===== config.mk =====
export PLATFORM = sky130hd
export DESIGN_NAME = mdu_issue_ctrl_flat
export DESIGN_NICKNAME = d
export VERILOG_FILES = /design/src/rtl/mdu_issue_ctrl_pkg.sv /design/src/rtl/mdu_issue_ctrl_if.sv /design/src/rtl/mdu_lat_counter.sv /design/src/rtl/mdu_issue_ctrl.sv /design/src/flat_wrapper.sv
export SDC_FILE = /design/constraint.sdc
export NUM_CORES = 1
export LEC_CHECK = 0
export ABC_AREA = 0
export BUFFER_PORTS_ARGS = -buffer_cell sky130_fd_sc_hd__buf_4
export CAP_MARGIN = 20
export CORE_MARGIN = 2
export CORE_UTILIZATION = 40
export CTS_CLUSTER_DIAMETER = 150
export CTS_CLUSTER_SIZE = 12
export DETAILED_ROUTE_END_ITERATION = 8
export HOLD_SLACK_MARGIN = 0.02
export PLACE_DENSITY = 0.69
export RECOVER_POWER = 100
export SLEW_MARGIN = 40
export SYNTH_ARGS = -nofsm -noshare
export SYNTH_HDL_FRONTEND = slang
export SYNTH_SLANG_ARGS = --single-unit

===== constraint.sdc =====
create_clock -name clk -period 3.7 [get_ports clk]
set_clock_uncertainty 0.15 [all_clocks]
set_input_delay 0.37 -clock clk [delete_from_list [all_inputs] [get_ports clk]]
set_output_delay 0.37 -clock clk [all_outputs]
set_load 0.03 [all_outputs]

===== src/rtl/mdu_issue_ctrl_pkg.sv =====
// Shared definitions for the MDU issue/stall controller: op codes, latency counter
// width and the occupancy state type.
package mdu_issue_ctrl_pkg;

   localparam int OP_W     = 6;
   localparam int MD_LAT_W = 4;

   // instr_type encodings shared across the pipeline
   localparam logic [OP_W-1:0] OP_NOP   = 6'h00;
   localparam logic [OP_W-1:0] OP_ADDU  = 6'h01;
   localparam logic [OP_W-1:0] OP_MULT  = 6'h18;
   localparam logic [OP_W-1:0] OP_MULTU = 6'h19;
   localparam logic [OP_W-1:0] OP_DIV   = 6'h1a;
   localparam logic [OP_W-1:0] OP_DIVU  = 6'h1b;
   localparam logic [OP_W-1:0] OP_MADD  = 6'h1c;
   localparam logic [OP_W-1:0] OP_MFHI  = 6'h10;
   localparam logic [OP_W-1:0] OP_MFLO  = 6'h12;
   localparam logic [OP_W-1:0] OP_MTHI  = 6'h11;
   localparam logic [OP_W-1:0] OP_MTLO  = 6'h13;

   typedef enum logic {
      ST_IDLE = 1'b0,
      ST_RUN  = 1'b1
   } md_state_e;

endpackage


===== src/rtl/mdu_issue_ctrl_if.sv =====
// Pipeline-side view of the MDU issue controller: E/D-stage inputs, MDU issue
// lines, stall, profiling counter and the occupancy state for debug.
interface mdu_issue_ctrl_if
   import mdu_issue_ctrl_pkg::*;
#(
   parameter int OPW = OP_W
);
   // e_valid qualifies e_type for exactly the current cycle; an op is accepted
   // (mdu_start / mdu_op != NOP) only in a cycle where e_valid=1, e_flush=0 and
   // the MDU is idle. There is no back-pressure: refusal is signalled by stall_d.
   logic            d_is_md;
   logic            e_valid;
   logic [OPW-1:0]  e_type;
   logic            e_flush;
   logic [OPW-1:0]  mdu_op;
   logic            mdu_start;
   logic            md_busy;
   logic            stall_d;
   logic            proto_err;
   logic [31:0]     stall_cnt;
   md_state_e       state;

   modport master (
      output d_is_md, e_valid, e_type, e_flush,
      input  mdu_op, mdu_start, md_busy, stall_d, proto_err, stall_cnt, state
   );

   modport slave (
      input  d_is_md, e_valid, e_type, e_flush,
      output mdu_op, mdu_start, md_busy, stall_d, proto_err, stall_cnt, state
   );

endinterface


===== src/rtl/mdu_lat_counter.sv =====
// Down-counter tracking remaining MDU busy cycles; loaded on issue, decrements
// to zero and then holds.
module mdu_lat_counter #(
   parameter int W = 4
) (
   input  logic         clk,
   input  logic         reset,
   input  logic         load,
   input  logic [W-1:0] load_val,
   input  logic         dec,
   output logic [W-1:0] count,
   output logic         zero
);

   logic [W-1:0] count_q;

   always_ff @(posedge clk or negedge reset) begin
      if (!reset) begin
         count_q <= '0;
      end else if (load) begin
         count_q <= load_val;
      end else if (dec && (count_q != '0)) begin
         count_q <= count_q - 1'b1;
      end
   end

   assign count = count_q;
   assign zero  = (count_q == '0);

endmodule


===== src/rtl/mdu_issue_ctrl.sv =====
// MDU issue/stall controller: gates E-stage MD ops onto the MDU, tracks MDU
// occupancy, stalls D-stage MD instrs and counts stall cycles.
module mdu_issue_ctrl
   import mdu_issue_ctrl_pkg::*;
#(
   parameter int MUL_CYCLES = 5,
   parameter int DIV_CYCLES = 10,
   parameter int OPW        = OP_W
) (
   input  logic            clk,
   input  logic            reset,
   mdu_issue_ctrl_if.slave bus
);

   md_state_e           state_q;
   md_state_e           state_d;
   logic                is_md;
   logic                is_start;
   logic                is_div;
   logic                issue_ok;
   logic                escape;
   logic                mdu_start;
   logic                stall_d;
   logic [MD_LAT_W-1:0] load_val;
   logic [MD_LAT_W-1:0] count;
   logic                cnt_zero;
   logic                proto_err_q;
   logic [31:0]         stall_cnt_q;

   assign is_start = bus.e_type inside {OPW'(OP_MULT), OPW'(OP_MULTU), OPW'(OP_MADD),
                                        OPW'(OP_DIV), OPW'(OP_DIVU)};
   assign is_md    = is_start | (bus.e_type inside {OPW'(OP_MFHI), OPW'(OP_MFLO),
                                                    OPW'(OP_MTHI), OPW'(OP_MTLO)});
   assign is_div   = bus.e_type inside {OPW'(OP_DIV), OPW'(OP_DIVU)};
   assign load_val = is_div ? MD_LAT_W'(DIV_CYCLES) : MD_LAT_W'(MUL_CYCLES);

   always_ff @(posedge clk or negedge reset) begin
      if (!reset) begin
         state_q <= ST_IDLE;
      end else begin
         state_q <= state_d;
      end
   end

   // Gating on reset keeps the issue lines quiet while reset is held.
   always_comb begin
      state_d  = state_q;
      issue_ok = 1'b0;
      escape   = 1'b0;
      case (state_q)
         ST_IDLE: begin
            issue_ok = reset & bus.e_valid & ~bus.e_flush;
            if (issue_ok && is_start) begin
               state_d = ST_RUN;
            end
         end
         ST_RUN: begin
            escape = reset & bus.e_valid & ~bus.e_flush & is_md;
            if (count == MD_LAT_W'(1)) begin
               state_d = ST_IDLE;
            end
         end
         default: state_d = ST_IDLE;
      endcase
   end

   assign mdu_start = issue_ok & is_start;
   assign stall_d   = bus.d_is_md & ((state_q == ST_RUN) | mdu_start);

   mdu_lat_counter #(
      .W (MD_LAT_W)
   ) u_lat (
      .clk      (clk),
      .reset    (reset),
      .load     (mdu_start),
      .load_val (load_val),
      .dec      (~cnt_zero),
      .count    (count),
      .zero     (cnt_zero)
   );

   // An MD op reaching E while busy means the stall was bypassed upstream.
   always_ff @(posedge clk or negedge reset) begin
      if (!reset) begin
         proto_err_q <= 1'b0;
      end else if (escape) begin
         proto_err_q <= 1'b1;
      end
   end

   always_ff @(posedge clk or negedge reset) begin
      if (!reset) begin
         stall_cnt_q <= '0;
      end else if (stall_d && (stall_cnt_q != 32'hFFFF_FFFF)) begin
         stall_cnt_q <= stall_cnt_q + 32'd1;
      end
   end

   assign bus.mdu_op    = (issue_ok && is_md) ? bus.e_type : OPW'(OP_NOP);
   assign bus.mdu_start = mdu_start;
   assign bus.md_busy   = (state_q == ST_RUN);
   assign bus.stall_d   = stall_d;
   assign bus.proto_err = proto_err_q;
   assign bus.stall_cnt = stall_cnt_q;
   assign bus.state     = state_q;

endmodule


===== src/flat_wrapper.sv =====
// flat-port wrapper written by rule: the top's interface ports become plain ports
module mdu_issue_ctrl_flat import mdu_issue_ctrl_pkg::*;
#(
   parameter int MUL_CYCLES = 5,
   parameter int DIV_CYCLES = 10,
   parameter int OPW        = OP_W
)
  (clk, reset, bus_d_is_md, bus_e_valid, bus_e_type, bus_e_flush, bus_mdu_op, bus_mdu_start, bus_md_busy, bus_stall_d, bus_proto_err, bus_stall_cnt, bus_state);
  mdu_issue_ctrl_if #(.OPW(OPW)) bus_i ();
  input  logic clk;
  input  logic reset;
  input wire logic [$bits(bus_i.d_is_md)-1:0] bus_d_is_md;
  input wire logic [$bits(bus_i.e_valid)-1:0] bus_e_valid;
  input wire logic [$bits(bus_i.e_type)-1:0] bus_e_type;
  input wire logic [$bits(bus_i.e_flush)-1:0] bus_e_flush;
  output wire logic [$bits(bus_i.mdu_op)-1:0] bus_mdu_op;
  output wire logic [$bits(bus_i.mdu_start)-1:0] bus_mdu_start;
  output wire logic [$bits(bus_i.md_busy)-1:0] bus_md_busy;
  output wire logic [$bits(bus_i.stall_d)-1:0] bus_stall_d;
  output wire logic [$bits(bus_i.proto_err)-1:0] bus_proto_err;
  output wire logic [$bits(bus_i.stall_cnt)-1:0] bus_stall_cnt;
  output wire logic [$bits(bus_i.state)-1:0] bus_state;
  assign bus_i.d_is_md = bus_d_is_md;
  assign bus_i.e_valid = bus_e_valid;
  assign bus_i.e_type = bus_e_type;
  assign bus_i.e_flush = bus_e_flush;
  assign bus_mdu_op = bus_i.mdu_op;
  assign bus_mdu_start = bus_i.mdu_start;
  assign bus_md_busy = bus_i.md_busy;
  assign bus_stall_d = bus_i.stall_d;
  assign bus_proto_err = bus_i.proto_err;
  assign bus_stall_cnt = bus_i.stall_cnt;
  assign bus_state = bus_i.state;
  mdu_issue_ctrl #(.MUL_CYCLES(MUL_CYCLES), .DIV_CYCLES(DIV_CYCLES), .OPW(OPW)) u_core (.clk(clk), .reset(reset), .bus(bus_i));
endmodule

==> results of run 1 <==
[worst register-to-register path: stages (launching register included)]
cell and delay, ps:
dfrtp_1 460, and4_4 260, and3_1 370, nand3_1 180, o21ai_0 320, mux2_1 360
[cell usage after synthesis, drive strengths merged]
master  count
dfrtp      38
nand4b      2
a21oi       3
a21o        2
nand4      11
nor3b       4
nand2      12
xnor2       4
nand3      11
a31oi       2
nor4b       5
nand2b      3
mux2        1
and4bb      1
nor3       16
and3        5
inv         7
conb        1
and4        5
o21ai       5
xor2       29
nand3b      1
a211oi      1
nor2b       1
and2        6
ha          4
buf         8
nor4        7
o31ai       1
a41o        1
nor2        8
[cells by family (layout without fill, tap and decap cells)]
kind of cell / Yosys count / in the layout / synth area share
xor+xnor: 33 / 33 / 0.128
mux: 1 / 1 / 0.00500
fa+ha+maj: 4 / 4 / 0.0222
buf+inv: 15 / 67 / 0.0472
flops: 38 / 38 / 0.422
compound gates: 15 / 15 / 0.0411
simple gates: 98 / 98 / 0.333
other cells: 1 / 1 / 0.00166
[routing by layer]
metal  track usage  part of all wire  up-vias
met5             0                 0        -
met4        0.0466             0.013        0
met3        0.0341             0.055        5
met2         0.281              0.48       49
met1         0.212              0.45      822
li1              -                 -      841
[report_power, final]
| part | total, mW | internal [mW] | switching, mW |
|---|---|---|---|
| Clock | 0.263 | 0.130 | 0.134 |
| Combinational | 0.311 | 0.111 | 0.200 |
| Sequential | 0.544 | 0.470 | 0.0734 |
| Total | 1.12 | 0.711 | 0.408 |
[cell type report]
type	count	area, um2
fill	576	2980
multi-input combinational	152	1100
sequential	38	951
timing repair buffer	53	250
tap	72	90.1
clock buffer	7	76.3
inverter	7	26.3
[worst max-delay path by stage]
| stage | to | slack [ps] | cells past startpoint |
|---|---|---|---|
| final | bus_stall_d | 630 | 6 |
| after global routing | bus_stall_d | 400 | 6 |
| after CTS | bus_mdu_op[2] | 770 | 7 |
| after detailed placement | bus_mdu_op[2] | 1310 | 6 |
| after global placement | bus_mdu_op[1] | 1380 | 6 |
| after floorplan | bus_mdu_op[0] | 1450 | 4 |
[state kept, by name (all words and copies together), names as in the netlist]
| signal | cells |
|---|---|
| u_core.bus.stall_cnt | 32 |
| u_core.bus.proto_err | 1 |
| u_core.bus.md_busy | 1 |
| u_core.u_lat.count | 4 |
[timing repair]
item | 4_1_cts | 5_1_grt
endpoints found under the hold margin | 38 | 0
hold buffers | 1 | 0
setup endpoints to repair | 0 | 0
buffers inserted | 0 | 0
[through the flow]
stage	util	std cells	area, um2	setup WS [ps]
detailed placement	0.485	321	2650	1310
global placement	0.485	321	2650	1380
floorplan	-	205	2250	1450
finish	0.455	329	2490	635
CTS	0.501	329	2740	770
global route	0.455	329	2490	399
==> reports/results.ini, run 1 <==
[status]
status = finished, final reports clean

[clock_tree]
post_cts_resized = 0
path_clk_slew_ps = 70
cts_htree_levels = 2
cts_tree = built
cts_inserted_buffers = 5
cts.path.max_buffers = 2
clk-insertion-delay-late_ps = 280
cts.sinks = 38
clock-root-buffer = clkbuf_8

[layout]
mostFrequentLayoutCell = clkbuf_1
insertedDiodeCount = 0
area_growth_pct = 10.5
nNetsFinal = 272
drive_gt1_frac = 0.101
layout_common_cells = clkbuf_1, dfrtp_1, xor2_1

[sta]
finalHoldViolCount = 0
rsz0062_at_grt = false
final-setup-viol-count = 0
whs_ps = 234
drv_slew = 0
relSlewSlack = 0.613
fin_crit_sh = 0.828
final.setup.tns_ps = 0
timing.final.crit_period_ps = 3070
worst-slew-pin-transition_ps = 579
max_freq_mhz = 326

[setup_path]
cp_slowest_stage_delay_ps = 520
worstPathRequired_ps = 3180
worstRegToRegCells = 5
rr_endpoint = u_core.bus.stall_cnt[1]
crit_path_top_delay_cell = dlygate4sd3_1
path_cells = dlygate4sd3_1, buf_4, a41o_1, nand2_1, inv_1, clkbuf_1
startpoint = reset
cpLargestDelayFamily = buffers and inverters
path_buf_inv = 4
critPathLaunchType = input port
reg2reg_from = u_core.bus.stall_cnt[18]
cp.arrival_ps = 2550
rrSetupSlack_ps = 1490
worstSetupPathType = input port to primary output
end_kind = primary output
crit_path_max_fanout = 41

[detailed_routing]
routedWlPerCell_um = 14.6
drc = 0
drt_pass1_iterations = 4
drt-vias-per-instance = 5.22
wirelength_mm = 4.82
vias = 1717
antenna_left = 0
drt_iter0_drc = 95

[placed_design]
portBuffers = 52
place.gp.congestion = 0.779
place_hpwl_mm = 3.53

[run]
drv_cap = 0

[power]
max-vdd-ir-drop_mv = 0.209
total_power_mw = 1.12
p_leak_nw = 1.25
powerDensity_nw_per_um2 = 449

[synth]
yosys.area.top_type = dfrtp_1
ys_top_cells_by_area = dfrtp_1, xor2_1, nor3_2
yosysUniqueCellTypes = 45
synth_area_um2 = 2250
syn_inst = 205
synth_seq_area_share = 0.422
synth_warnings = 0
synth_top_area_frac = 0.422
syn_nets = 220
ys_ff_latch = 38
synth.avg_cell_area_um2 = 11.0

[die]
core_um2 = 5470
die_h_um = 79.1
rows = 27
io_pins = 54
die_area_um2 = 6250
die_x_um = 79.1
initial_core_util = 0.412

[min_path]
hold_class = input port to flip-flop
holdPathStages = 3
min_to = u_core.u_lat.count[0]
worstHoldStart = bus_e_type[1]

[global_route]
grt_pass1_wl_mm = 8.19
overflow = 0
antenna_found_initial = 0
grt_max_degree = 42
grt_pass1_vias = 1709
grtUsageTotal = 0.165

Note: power is estimated with default switching activity, not from simulation.
==> inputs of run 2 (changes only) <==
--- a/config.mk
+++ b/config.mk
@@ -14,7 +14,7 @@
 export CTS_CLUSTER_SIZE = 12
 export DETAILED_ROUTE_END_ITERATION = 8
 export HOLD_SLACK_MARGIN = 0.02
-export PLACE_DENSITY = 0.69
+export PLACE_DENSITY = 0.71
 export RECOVER_POWER = 100
 export SLEW_MARGIN = 40
 export SYNTH_ARGS = -nofsm -noshare
==> constraint.sdc (replaced) <==
create_clock -name clk -period 2.65 [get_ports clk]
set_clock_uncertainty 0.15 [all_clocks]
set_input_delay 0.265 -clock clk [delete_from_list [all_inputs] [get_ports clk]]
set_output_delay 0.265 -clock clk [all_outputs]
set_load 0.03 [all_outputs]
==> reports/results.ini, run 2 (synthesis results as in run 1) <==
[status]
status = finished, final reports clean

[detailed_routing]
vias = 1757  ; +2.3%
wirelength_mm = 4.89  ; +1.4%
top_layer = met4
drt-vias-per-instance = 5.32  ; +2.0%
routedWlPerCell_um = 14.8  ; +1.1%
drt-met1-wl_mm = 2.35  ; +8.0%
antenna_left = 0  ; unchanged
met2_length_mm = 2.21  ; -4.5%
drt_iter0_drc = 90  ; -5.3%
wl_met3_um = 260  ; -1.5%
drc = 0  ; unchanged
drt_pass1_iterations = 4  ; unchanged

[placed_design]
place.gp.congestion = 0.792  ; +1.6%
place_inst = 322  ; +0.31%
portBuffers = 52  ; unchanged
placed_area_um2 = 2660  ; +0.28%
place_hpwl_mm = 3.59  ; +1.7%

[die]
die_h_um = 79.1  ; unchanged
die_x_um = 79.1  ; unchanged
io_pins = 54  ; unchanged
rows = 27  ; unchanged
core_um2 = 5470  ; unchanged
initial_core_util = 0.412  ; unchanged
die_area_um2 = 6250  ; unchanged

[clock_tree]
cts_htree_levels = 2  ; unchanged
cts_tree = built
cts_setup_buffers = 0  ; unchanged
clock-root-buffer = clkbuf_8
cts_inserted_buffers = 5  ; unchanged
clk-insertion-delay-late_ps = 290  ; about the same
cts.path.max_buffers = 2  ; unchanged
cts.sinks = 38  ; unchanged
path_clk_slew_ps = 70  ; about the same

[layout]
layout_common_cells = clkbuf_1, dfrtp_1, xor2_1
area_growth_pct = 11.3
mostFrequentLayoutCell = clkbuf_1
insertedDiodeCount = 0  ; unchanged
drive_gt1_frac = 0.128  ; +0.0267
fill_cells = 582  ; +1.0%
nNetsFinal = 273  ; +0.37%
finalNonFillerCells = 330  ; +0.30%
final_area_um2 = 2510  ; +0.70%
largest_reg_flops = 32  ; unchanged

[setup_path]
rrSetupSlack_ps = 420  ; -1070 ps
end_kind = primary output
crit_path_max_fanout = 18  ; -56%
critPathLaunchType = input port
worstPathRequired_ps = 2240  ; -940 ps
cp.arrival_ps = 2060  ; -490 ps
worstSetupPathType = input port to primary output

[sta]
timing.final.crit_period_ps = 2470
final.setup.tns_ps = 0  ; unchanged
drv_slew = 0  ; unchanged
relSlewSlack = 0.119  ; -0.494
fin_crit_sh = 0.933
final-setup-viol-count = 0  ; unchanged
worst-slew-pin-transition_ps = 1320  ; +743 ps
rsz0062_at_grt = false
max_freq_mhz = 405
finalHoldViolCount = 0  ; unchanged

[global_route]
grtUsageTotal = 0.166  ; +0.00133
grt_pass1_vias = 1627  ; -4.8%
overflow = 0  ; unchanged
antenna_found_initial = 0  ; unchanged
grt_max_degree = 25  ; -40%
grt_pass1_wl_mm = 8.13  ; -0.76%

[run]
drv_cap = 0  ; unchanged

[power]
p_leak_nw = 1.25  ; -0.29%
powerDensity_nw_per_um2 = 627  ; +40%
max-vdd-ir-drop_mv = 0.238  ; +14%

[min_path]
hold_class = input port to flip-flop

-- run 2: cell count changes in the layout (fill, tap and decap cells not counted), sizes merged --
cell | previous run | this run
buf | 12 | 13
-- run 2: per-layer routing --
metal / GRT usage / vias to the layer above
li1: - / 841
met1: 0.234 / 861
met2: 0.254 / 50
met3: 0.0386 / 5
met4: 0.0517 / 0
met5: 0 / -
-- run 2: area by class of cell --
type                    count  area, um2  share of cell area
multi-input cells         152       1100               0.438
repair buffers             54        267               0.106
flip-flops and latches     38        951               0.379
well taps                  72       90.1              0.0359
clock buffers               7       76.3              0.0304
inverters                   7       26.3              0.0105
-- run 2: critical path, cell delays in order --
cell and delay [ps]:
dlygate4sd3_1 530, buf_4 250, nand4b_1 130, a211oi_1 290, nor2b_2 270, and2_1 150
clkbuf_4 180
-- run 2: report_power, final --
group	switching [mW]	leakage, nW	internal [mW]	total (mW)
combinational	0.287	0.707	0.154	0.441
sequential	0.101	0.505	0.656	0.757
clock	0.194	0.0383	0.181	0.375
total	0.581	1.25	0.992	1.57
-- run 2: path summary, 6_finish.rpt --
path,startpoint,endpoint,cells past startpoint
worst max-delay path,reset,bus_mdu_op[3],7
worst min-delay path,bus_e_type[1],u_core.u_lat.count[0],3
worst max register to register,u_core.bus.stall_cnt[0],u_core.bus.stall_cnt[22],6
worst min register to register,u_core.bus.proto_err,u_core.bus.proto_err,1
max in group asynchronous,reset,u_core.bus.stall_cnt[1],3
min in group asynchronous,reset,u_core.bus.stall_cnt[3],2
-- run 2: timing repair --
item / 4_1_cts / 5_1_grt
hold buffers: 1 / 0
resized for setup: 0 / 1
hold endpoints to repair: 14 / 0
setup endpoints to repair: 0 / 4
-- run 2: metrics by stage --
stage	util	hold slack [ps]	power, mW	worst slack, ps
after floorplan	-	-181	1.08	497
after global placement	0.486	-3.86	1.24	523
after detailed placement	0.486	0.395	1.26	513
after CTS	0.502	113	1.64	118
after global routing	0.458	144	1.67	20.3
final	0.458	118	1.57	178
